<file path="config.mk">
export PLATFORM = sky130hd
export DESIGN_NAME = fwd_hazard_unit
export DESIGN_NICKNAME = d
export VERILOG_FILES = /design/src/rtl/fwd_hazard_unit.sv
export SDC_FILE = /design/constraint.sdc
export NUM_CORES = 1
export LEC_CHECK = 0
export CORE_UTILIZATION = 49
export CTS_CLUSTER_SIZE = 25
export DETAILED_ROUTE_END_ITERATION = 10
export GPL_TIMING_DRIVEN = 0
export PLACE_DENSITY = 0.81
export SLEW_MARGIN = 40
export SYNTH_ARGS = -nofsm -noshare
export SYNTH_HDL_FRONTEND = slang
export SYNTH_SLANG_ARGS = --single-unit
export TNS_END_PERCENT = 30
</file>
<file path="constraint.sdc">
create_clock -name clk -period 2.9 [get_ports clk]
set_input_delay 0.29 -clock clk [delete_from_list [all_inputs] [get_ports clk]]
set_output_delay 0.29 -clock clk [all_outputs]
set_load 0.02 [all_outputs]
</file>
<file path="src/rtl/fwd_hazard_unit.sv">
// fwd_hazard_unit: operand-forwarding select and load-use stall generator.
//   The unit shadows the NUM_STAGES instructions downstream of ID (entry 1 = EX)
//   with {valid, has_rd, rd, is_load} records. For each source operand of the
//   ID instruction it picks the youngest matching producer. It stalls when that
//   producer is a load that has not yet reached LOAD_READY_STAGE.
// Ports:
//   clk, rst_n        core clock, async active-low reset
//   inst_id           instruction in ID
//   id_valid          inst_id is a real instruction
//   flush             ID instruction is killed this cycle
//   rd1_sel/rd2_sel   0 = register file, i = shadow entry i
//   stall             hold IF/ID and insert a bubble into EX
//   stall_count       saturating count of stall cycles

// Per-entry comparator: tells whether one shadow record produces rs1/rs2.
module fwd_match (
  input  logic       valid,
  input  logic       has_rd,
  input  logic [4:0] rd,
  input  logic [4:0] rs1,
  input  logic [4:0] rs2,
  input  logic       use1,
  input  logic       use2,
  input  logic       id_valid,
  output logic       m1,
  output logic       m2
);
  logic live;
  assign live = valid && has_rd && id_valid;
  assign m1   = live && use1 && (rs1 != 5'd0) && (rd == rs1);
  assign m2   = live && use2 && (rs2 != 5'd0) && (rd == rs2);
endmodule

module fwd_hazard_unit #(
  parameter  int NUM_STAGES       = 3,
  parameter  int LOAD_READY_STAGE = 2,
  parameter  int CNT_W            = 32,
  localparam int SEL_W            = $clog2(NUM_STAGES + 1)
) (
  input  logic             clk,
  input  logic             rst_n,
  input  logic [31:0]      inst_id,
  input  logic             id_valid,
  input  logic             flush,
  output logic [SEL_W-1:0] rd1_sel,
  output logic [SEL_W-1:0] rd2_sel,
  output logic             stall,
  output logic [CNT_W-1:0] stall_count
);
  localparam logic [6:0] OP_LOAD   = 7'b0000011;
  localparam logic [6:0] OP_STORE  = 7'b0100011;
  localparam logic [6:0] OP_BRANCH = 7'b1100011;
  localparam logic [6:0] OP_SYSTEM = 7'b1110011;
  localparam logic [6:0] OP_LUI    = 7'b0110111;
  localparam logic [6:0] OP_AUIPC  = 7'b0010111;
  localparam logic [6:0] OP_JAL    = 7'b1101111;
  localparam logic [6:0] OP_OP     = 7'b0110011;

  if (NUM_STAGES < 1 || NUM_STAGES > 7 ||
      LOAD_READY_STAGE < 1 || LOAD_READY_STAGE > NUM_STAGES) begin : g_bad_cfg
    $error("fwd_hazard_unit: illegal NUM_STAGES/LOAD_READY_STAGE");
  end

  typedef struct packed {
    logic       valid;
    logic       has_rd;
    logic [4:0] rd;
    logic       is_load;
  } ent_t;

  // ---- decode ----
  logic [6:0] opc;
  logic [4:0] rd, rs1, rs2;
  logic       use1, use2;
  ent_t       dec;
  logic       unused;

  assign opc  = inst_id[6:0];
  assign rd   = inst_id[11:7];
  assign rs1  = inst_id[19:15];
  assign rs2  = inst_id[24:20];
  assign use1 = !(opc == OP_LUI || opc == OP_AUIPC || opc == OP_JAL);
  assign use2 = (opc == OP_OP) || (opc == OP_STORE) || (opc == OP_BRANCH);
  assign unused = ^{inst_id[31:25], inst_id[14:12]};

  always_comb begin
    dec         = '0;
    dec.valid   = 1'b1;
    dec.has_rd  = !(opc == OP_STORE || opc == OP_BRANCH || opc == OP_SYSTEM) && (rd != 5'd0);
    dec.rd      = rd;
    dec.is_load = (opc == OP_LOAD);
  end

  // ---- shadow pipeline, ent[1] = EX ----
  ent_t [NUM_STAGES:1]      ent;
  logic [NUM_STAGES:1]      m1, m2;

  for (genvar g = 1; g <= NUM_STAGES; g++) begin : g_ent
    fwd_match u_match (
      .valid    (ent[g].valid),
      .has_rd   (ent[g].has_rd),
      .rd       (ent[g].rd),
      .rs1      (rs1),
      .rs2      (rs2),
      .use1     (use1),
      .use2     (use2),
      .id_valid (id_valid),
      .m1       (m1[g]),
      .m2       (m2[g])
    );
  end

  // Scan oldest to youngest so the youngest match overwrites; the load-ready
  // flag travels with the chosen entry so an older ready copy cannot mask it.
  logic h1, h2;
  always_comb begin
    rd1_sel = '0;
    rd2_sel = '0;
    h1      = 1'b0;
    h2      = 1'b0;
    for (int i = NUM_STAGES; i >= 1; i--) begin
      if (m1[i]) begin
        rd1_sel = SEL_W'(i);
        h1      = ent[i].is_load && (i < LOAD_READY_STAGE);
      end
      if (m2[i]) begin
        rd2_sel = SEL_W'(i);
        h2      = ent[i].is_load && (i < LOAD_READY_STAGE);
      end
    end
  end

  // Flush dominates: a killed instruction neither stalls nor enters EX.
  assign stall = id_valid && !flush && (h1 || h2);

  always_ff @(posedge clk or negedge rst_n) begin
    if (!rst_n) begin
      ent         <= '0;
      stall_count <= '0;
    end else begin
      ent[1] <= (id_valid && !flush && !stall) ? dec : '0;
      for (int i = 2; i <= NUM_STAGES; i++) ent[i] <= ent[i-1];
      if (stall && (stall_count != '1)) stall_count <= stall_count + 1'b1;
    end
  end
endmodule

</file>
# After elaboration in Yosys (flattened, before gate mapping)
# Cells that the tools add are included.
classes:
  shifts: 0
  reduce_logical: 43
  add_sub_neg: 1
  eq_ne: 15
  n_lt_le_gt_ge: 0
  n_mul: 0
  bitwise: 0
  n_div: 0
  muxes: 9
ops:
  columns: ["op", "n"]
  rows:
  - ["$add 32x1->32 const B", 1]
  - ["$ne 32x32->1 const B", 1]
  - ["$eq 5x5->1", 6]
  - ["$logic_and 1x1->1", 29]
  - ["$eq 7x6->1 const B", 3]
  - ["$eq 7x7->1 const B", 3]
  - ["$reduce_bool 5->1", 3]
  - ["$mux 2", 6]
  - ["$mux 8", 1]
  - ["$eq 7x2->1 const B", 1]
  - ["$eq 7x5->1 const B", 1]
  - ["$logic_or 1x1->1", 7]
  - ["$logic_not 1->1", 4]
  - ["$mux 1", 2]
word_totals:
  inputBits: 36
  regBits: 54
  latchBits: 0
  romBits: 0
  mem_bits_rw: 0
  word_cells: 79
  memories: 0
  out_inout_bits: 37

# Depth between registers and ports, before layout
# Gate-level depths: netlist of the first run.
logic_depth:
  word_depth: 13
  ltp_mapped: 9
  mapped_depth_nobuf: 7

# By module
# Synthesis of the first run repeated with hierarchy kept, for this count alone.
hier_totals:
  cells_unflattened: 260
  hier_area_um2: 2867.8
by_module_without_submodules:
  columns: ["mod", "instances", "cells_each", "area_per_inst_um2", "seq_area_each_um2"]
  rows:
  - ["fwd_hazard_unit", 1, 200, 2349.8, 1351.3]
  - ["fwd_match", 3, 20, 172.7, 0.0]

# Worst setup path before layout of the first run
# OpenSTA, ideal clock, no wires.
synth_timing:
  path_kind: "reg2reg"
  startpoint: "reg stall_count[0]"
  endpoint: "reg stall_count[1]"
  setup_ns: 0.128
  synth_period_minus_slack_ns: 2.200
  stages_incl_launch_ff: 9
  path_buffers: 1
  path_slack_ns: 0.700
  arrival_ns: 2.072
  t_required_ns: 2.772
  cell_sequence: "dfrtp_1 ha_1 nand3_1 nor4_4 nand4_2 and2_1 buf_6 nand2_1 mux2_1"
synth_between:
  elab_chain_len: 2
  elab_cells_between_ends: 3
  classes_between: "add/sub: 1; eq/ne: 1; reduce/logical: 1"
synth_rtl:
  columns: ["item", "line", "source"]
  rows:
  - ["from (decl)", "48", "output logic [CNT_W-1:0] stall_count"]
  - ["from (signal assigned)", "143", "if (stall && (stall_count != '1)) stall_count <= stall_count + 1'b1;"]
  - ["branches (longest 2 deep; another with $add 32x1->32)", null, null]
# Several ways; the timed one is not identified.
# A chain may end at the register's enable or synchronous reset.

# Worst setup path in the final report of the first run
layout_timing:
  startpoint: "in inst_id[21]"
  endpoint: "out stall"
layout_between:
  elab_chain_len: 6
  elab_cells_between_ends: 7
  classes_between: "eq/ne: 1; mux: 1; reduce/logical: 5"
layout_rtl:
  columns: ["item", "line", "source"]
  rows:
  - ["from (decl)", "42", "input logic [31:0] inst_id,"]
  - ["$reduce_bool 5->1", "31", "assign m2 = live && use2 && (rs2 != 5'd0) && (rd == rs2);"]
  - ["$logic_and 1x1->1", "31", null]
  - ["$logic_and 1x1->1 *", "31", null]
  - ["$mux 1 *", "126", "if (m2[i]) begin"]
  - ["$logic_or 1x1->1 *", "134", "assign stall = id_valid && !flush && (h1 || h2);"]
  - ["$logic_and 1x1->1 *", "134", null]
  - ["to (decl)", "47", "output logic stall,"]
# Every way passes the cells marked *; elsewhere a longest branch is shown, timed or not.

==> impl_metrics.ini, run 1 <==
[worst_setup_path]
critical_path_arrival_ns = 2.52
cp_top_family = buffers and inverters
crit_required_ns = 2.61
ff2ff_setup_slack_ns = 0.58
crit_slowest_cell = clkdlybuf4s50_1
path_cells = clkdlybuf4s50_1 -> xor2_1 -> nor4_2 -> nand3_1 -> o22ai_4 -> buf_6 -> and3_1 -> dlygate4sd2_1
path_buf_inv = 3
endpoint_kind = output pin
setup.worst_path.class = input pin to output pin
crit_path_max_incr_delay_ns = 0.51
cp_max_fo = 10
worst_setup_path_start_kind = input pin

[final_layout]
layout-drive-gt1-share_pct = 11.4
final_cells = 397
n_antenna_cell = 0
synthToLayoutAreaGrowth_pct = 30.2
fillers = 458
nNetsFinal = 361

[sta]
maxSlewViolCount = 0
clock.fmax_mhz = 356
finClkSkew_ns = 0.00716
timing.hold.ws_ns = 0.381
fin_crit_ns = 2.81
worst_pin_slew_ns = 0.526
final_hold_viol_count = 0
setup_viol = 0
slew_headroom_pct = 64.6
rsz0062_at_grt = yes
tns_ns = 0
min_period_over_period_pct = 96.9

[synthesis]
seq_area_frac_synth_pct = 48.0
ys_types = 40
syn_avg_cell_area_um2 = 11.1
synth_cells = 253
ys_warn_count = 0
ys_seq_elements = 54
synth_fp_nets = 290
syn_area_um2 = 2820

[power]
p_sw_share_pct = 22.6
powerDensity_nw_per_um2 = 358
internal_power_mw = 1.02
p_leak_nw = 1.61
combPwrFrac_pct = 8.6
pwr-share-seq_pct = 59.0
power_frac_clock_pct = 32.4
ir_worst_vdd_mv = 0.202
power_mw = 1.31
power.switching_mw = 0.297

[drt]
vias_per_cell = 5.49
wl_um = 6260
wl_per_cell_um = 15.8
ant_nets = 0
drt_iter0_markers = 170
drc = 0
vias = 2178
drtPass1Iterations = 4

[floorplanning]
num_rows = 27
die_y_um = 77.8
start_util_pct = 50.9
dieWidth_um = 77.8
dieArea_um2 = 6060
ios = 73
fp.coreArea_um2 = 5540

[clocking]
cts-root-buf = clkbuf_8
h-tree-depth = 2
cts.clk_slew.worst_paths_ns = 0.09
clock_sinks = 54
cts_made_buffers = 5
clk_latency_ns = 0.31
post_cts_buffers = 0
cts_tree = yes
cts.path.max_buffers = 2

[global_routing]
first_global_vias = 2205
grt_use_total_pct = 23.6
globalRoute.totalOverflow = 0
grt_pass1_wl_um = 11000
antenna_found_initial = 0
grt_max_degree = 34

[min_path]
hold_path_class = flip-flop to flip-flop

[place]
hpwl_um = 4660
dp.cells = 388
gp_congestion = 0.866
port_buffers = 62

[status]
outcome = finished, final reports clean

[flow_run]
cap_violations = 0
==> worst reg2reg max path: cells and delay by family (launching register included) <==
family        cells  cell delay, ns
simple gates      5            1.12
flops             1            0.41
mux               1            0.32
fa+ha+maj         1            0.23
buf+inv           1            0.14
==> worst paths after layout <==
check | from | endpoint | cells after the start
max | inst_id[21] | stall | 8
min | ent[7] | ent[15] | 0
max reg2reg | stall_count[0] | stall_count[1] | 8
min reg2reg | ent[7] | ent[15] | 0
max in group asynchronous | rst_n | ent[1] | 3
min in group asynchronous | rst_n | stall_count[7] | 2
==> power by group through the flow <==
stage / sequential [mW] / combinational (mW) / clock [mW]
after floorplan: 0.788 / 0.0403 / 0
after global placement: 0.789 / 0.107 / 0
after detailed placement: 0.790 / 0.112 / 0
after CTS: 0.775 / 0.114 / 0.434
after global routing: 0.777 / 0.125 / 0.462
final: 0.775 / 0.112 / 0.426
==> registers in the layout (all words and copies together), names as in the netlist <==
register and cells:
stall_count 32, ent 22
==> layout make-up <==
| cell class | instances | area [µm²] | share of cell area (%) |
|---|---|---|---|
| plain buffers | 6 | 57.6 | 1.57 |
| clock inverters | 1 | 5.00 | 0.136 |
| well taps | 72 | 90.1 | 2.46 |
| inverters | 3 | 11.3 | 0.307 |
| repair buffers | 64 | 654 | 17.8 |
| clock buffers | 7 | 86.3 | 2.35 |
| multi-input cells | 190 | 1410 | 38.5 |
| flip-flops and latches | 54 | 1350 | 36.8 |
==> stage by stage <==
stage | setup WS, ns | instance area (µm²) | utilization (%)
global route | -0.0722 | 3670 | 66.2
CTS | 0.00923 | 3660 | 66.0
finish | 0.0907 | 3670 | 66.2
floorplan | 0.700 | 2820 | -
global placement | -0.300 | 3530 | 63.7
detailed placement | -0.347 | 3550 | 64.0
==> cells in the final DEF, fill, tap and decap left out, types with 4 or more instances in the layout <==
master and n:
buf_6 4, nor3b_2 4, clkbuf_8 6, dfrtp_1 54, nand3_1 14, nor2_1 10
clkdlybuf4s50_1 57, nand3_2 7, and3_1 14, xnor2_1 38, nand2_1 14, nand4_1 18
nor4_1 9, and2_1 7, xor2_1 23
==> synthesized netlist by cell type (all sizes together) <==
cell type / count / area (µm²)
a211oi: 1 / 7.51
and3b: 1 / 8.76
a21boi: 1 / 11.3
nand3: 21 / 140
nand2: 14 / 52.6
o21ai: 1 / 5.00
xnor2: 38 / 333
nor2b: 3 / 18.8
inv: 3 / 11.3
a31o: 1 / 8.76
dfrtp: 54 / 1350
nor3b: 4 / 50.1
nand2b: 1 / 6.26
nor4b: 1 / 15.0
a21o: 1 / 7.51
or4: 2 / 15.0
and3: 14 / 87.6
buf: 6 / 51.3
nor3: 2 / 10.0
and2: 7 / 43.8
xor2: 23 / 201
mux2: 1 / 11.3
nor2: 10 / 37.5
nand4b: 3 / 26.3
and4: 2 / 20.0
o22ai: 1 / 12.5
a31oi: 1 / 6.26
ha: 1 / 12.5
nand4: 20 / 138
nor4: 11 / 90.1
o221a: 1 / 11.3
a21oi: 2 / 10.0
or2: 1 / 6.26
==> timing repair <==
action | CTS | global route
resized for setup | 3 | 4
hold buffers | 1 | 0
gates cloned | 0 | 0
hold endpoints to repair | 21 | 0
setup endpoints to repair | 1 | 4
==> routing by layer <==
layer  vias to the layer above  part of all wire (%)  GRT usage [%]
li1                       1038                     -              -
met1                      1063                    47           33.0
met2                        66                    46           36.0
met3                        11                   5.4           5.29
met4                         0                   1.7           8.49
met5                         -                     0              0
==> logic make-up (layout without fill, tap and decap cells) <==
| kind of cell | count (synthesis) | in the layout | share of synthesized area (%) |
|---|---|---|---|
| AND/OR/NAND/NOR | 117 | 117 | 27.2 |
| flip-flops | 54 | 54 | 48.0 |
| AO/OA/AOI/OAI | 10 | 10 | 2.84 |
| adder cells (fa/ha/maj) | 1 | 1 | 0.444 |
| multiplexers | 1 | 1 | 0.400 |
| XOR/XNOR | 61 | 61 | 19.0 |
| buffers and inverters | 9 | 81 | 2.22 |
Power figures use the tool's default switching activity.
==> inputs of run 2 (changes only) <==
--- a/config.mk
+++ b/config.mk
@@ -10,6 +10,7 @@
 export DETAILED_ROUTE_END_ITERATION = 10
 export GPL_TIMING_DRIVEN = 0
 export PLACE_DENSITY = 0.81
+export SKIP_CTS_REPAIR_TIMING = 1
 export SLEW_MARGIN = 40
 export SYNTH_ARGS = -nofsm -noshare
 export SYNTH_HDL_FRONTEND = slang
==> run 2 against run 1 <==
Largest cell class unchanged. Combinational power barely moved. Flip-flop and latch count did not move. First-iteration DRC count fell by 2.4%. Clock power barely moved. Global-route usage fell by 0.20 points.
==> impl_metrics.ini, run 2 (synthesis results as in run 1) <==
[drt]
ant_nets = 0
vias_per_cell = 5.51
drc = 0
drtPass1Iterations = 4
wl_um = 6290
vias = 2188
drt_iter0_markers = 166
wl_per_cell_um = 15.8

[sta]
fin_crit_ns = 2.71
slew_headroom_pct = 63.7
maxSlewViolCount = 0
final_hold_viol_count = 0
rsz0062_at_grt = no
finClkSkew_ns = 0.00856
timing.hold.ws_ns = 0.381
setup_viol = 0
min_period_over_period_pct = 93.6
clock.fmax_mhz = 369
tns_ns = 0
worst_pin_slew_ns = 0.540

[floorplanning]
dieArea_um2 = 6060
num_rows = 27
dieWidth_um = 77.8
die_y_um = 77.8
start_util_pct = 50.9
fp.coreArea_um2 = 5540
ios = 73

[worst_setup_path]
worst_setup_path_start_kind = input pin
cp.depth = 8
cp_top_family = buffers and inverters
critical_path_arrival_ns = 2.42
crit_required_ns = 2.61
r2r_cells = 8
setup.worst_path.class = input pin to output pin
path_buf_inv = 3
endpoint_kind = output pin
crit_slowest_cell = clkdlybuf4s50_1
cp_max_fo = 10
path_cells = clkdlybuf4s50_1 -> xor2_1 -> nor4_2 -> nand3_1 -> o22ai_4 -> buf_6 -> and3_1 -> dlymetal6s2s_1
crit_path_max_incr_delay_ns = 0.52

[final_layout]
layout-drive-gt1-share_pct = 11.4
synthToLayoutAreaGrowth_pct = 30.3
largestRegisters = stall_count: 32 flops, ent: 22 flops
n_antenna_cell = 0
top_register = stall_count
largest_reg_flops = 32
layout_commonest_cell = clkdlybuf4s50_1
layout_common_cells = 57 x clkdlybuf4s50_1, 54 x dfrtp_1, 38 x xnor2_1, 23 x xor2_1, 18 x nand4_1
nNetsFinal = 361
fin_area_um2 = 3670

[power]
p_sw_share_pct = 22.5
ir_worst_vdd_mv = 0.202
power_frac_clock_pct = 32.4
combPwrFrac_pct = 8.6
pwr-share-seq_pct = 59.1
power.switching_mw = 0.295
powerDensity_nw_per_um2 = 357
p_leak_nw = 1.62
internal_power_mw = 1.02

[clocking]
h-tree-depth = 2
clock_sinks = 54
clk_latency_ns = 0.30
cts_made_buffers = 5
cts.clk_slew.worst_paths_ns = 0.09
cts-root-buf = clkbuf_8
cts_tree = yes
cts.path.max_buffers = 2

[place]
gp_congestion = 0.866
placed_area_um2 = 3550
hpwl_um = 4660
port_buffers = 62

[global_routing]
first_global_vias = 2187
grt_pass1_wl_um = 10900
antenna_found_initial = 0
globalRoute.totalOverflow = 0
grt_max_degree = 34
grt_use_total_pct = 23.4

[min_path]
hold_path_class = flip-flop to flip-flop
holdPathStages = 0

[flow_run]
cap_violations = 0

[status]
outcome = finished, final reports clean
==> run 2: changes by cell type in the layout (fill, tap and decap cells not counted) <==
cell and delta:
dlygate4sd2_1 -1, dlymetal6s2s_1 +1
==> run 2: layout make-up <==
| type | instances | area [µm²] |
|---|---|---|
| Buffer | 6 | 57.6 |
| Clock buffer | 7 | 86.3 |
| Clock inverter | 1 | 5.00 |
| Fill cell | 456 | 1870 |
| Inverter | 3 | 11.3 |
| Multi-Input combinational cell | 190 | 1410 |
| Sequential cell | 54 | 1350 |
| Tap cell | 72 | 90.1 |
| Timing Repair Buffer | 64 | 658 |
==> run 2: power groups by stage <==
| stage | clock network (mW) | registers [mW] | logic [mW] |
|---|---|---|---|
| floorplan | 0 | 0.788 | 0.0403 |
| global placement | 0 | 0.789 | 0.107 |
| detailed placement | 0 | 0.790 | 0.112 |
| CTS | 0.434 | 0.775 | 0.112 |
| global route | 0.462 | 0.777 | 0.125 |
| finish | 0.424 | 0.775 | 0.112 |
==> run 2: path summary, 6_finish.rpt <==
| check | from | to | slack [ns] |
|---|---|---|---|
| min in group asynchronous | rst_n | stall_count[7] | 0.42 |
| worst min-delay path | ent[7] | ent[15] | 0.38 |
| worst min register to register | ent[7] | ent[15] | 0.38 |
| worst max-delay path | inst_id[21] | stall | 0.19 |
| worst max register to register | stall_count[0] | stall_count[1] | 0.55 |
| max in group asynchronous | rst_n | stall_count[28] | 2.02 |
==> run 2: through the flow <==
step | std cells | setup WS, ns | util [%] | power [mW]
2_1_floorplan | 253 | 0.700 | - | 0.828
3_3_place_gp | 387 | -0.300 | 63.7 | 0.896
3_5_place_dp | 388 | -0.347 | 64.0 | 0.902
4_1_cts | 396 | -0.367 | 65.7 | 1.32
5_1_grt | 397 | 0.0346 | 66.3 | 1.36
6_report | 397 | 0.187 | 66.3 | 1.31
==> run 2: metal layers <==
layer  wire length, µm  track usage, %  share of wire (%)
met1              2930            32.8                 47
met2              2880            36.0                 46
met3               373            5.06                5.9
met4               106            7.92                1.7
met5                 0               0                  0
==> inputs of run 3 (changes only) <==
--- a/config.mk
+++ b/config.mk
@@ -6,6 +6,7 @@
 export NUM_CORES = 1
 export LEC_CHECK = 0
 export CORE_UTILIZATION = 49
+export CTS_CLUSTER_DIAMETER = 100
 export CTS_CLUSTER_SIZE = 25
 export DETAILED_ROUTE_END_ITERATION = 10
 export GPL_TIMING_DRIVEN = 0
==> results of run 3 <==
Final layout, timing and power as in run 2 (identical DEF).
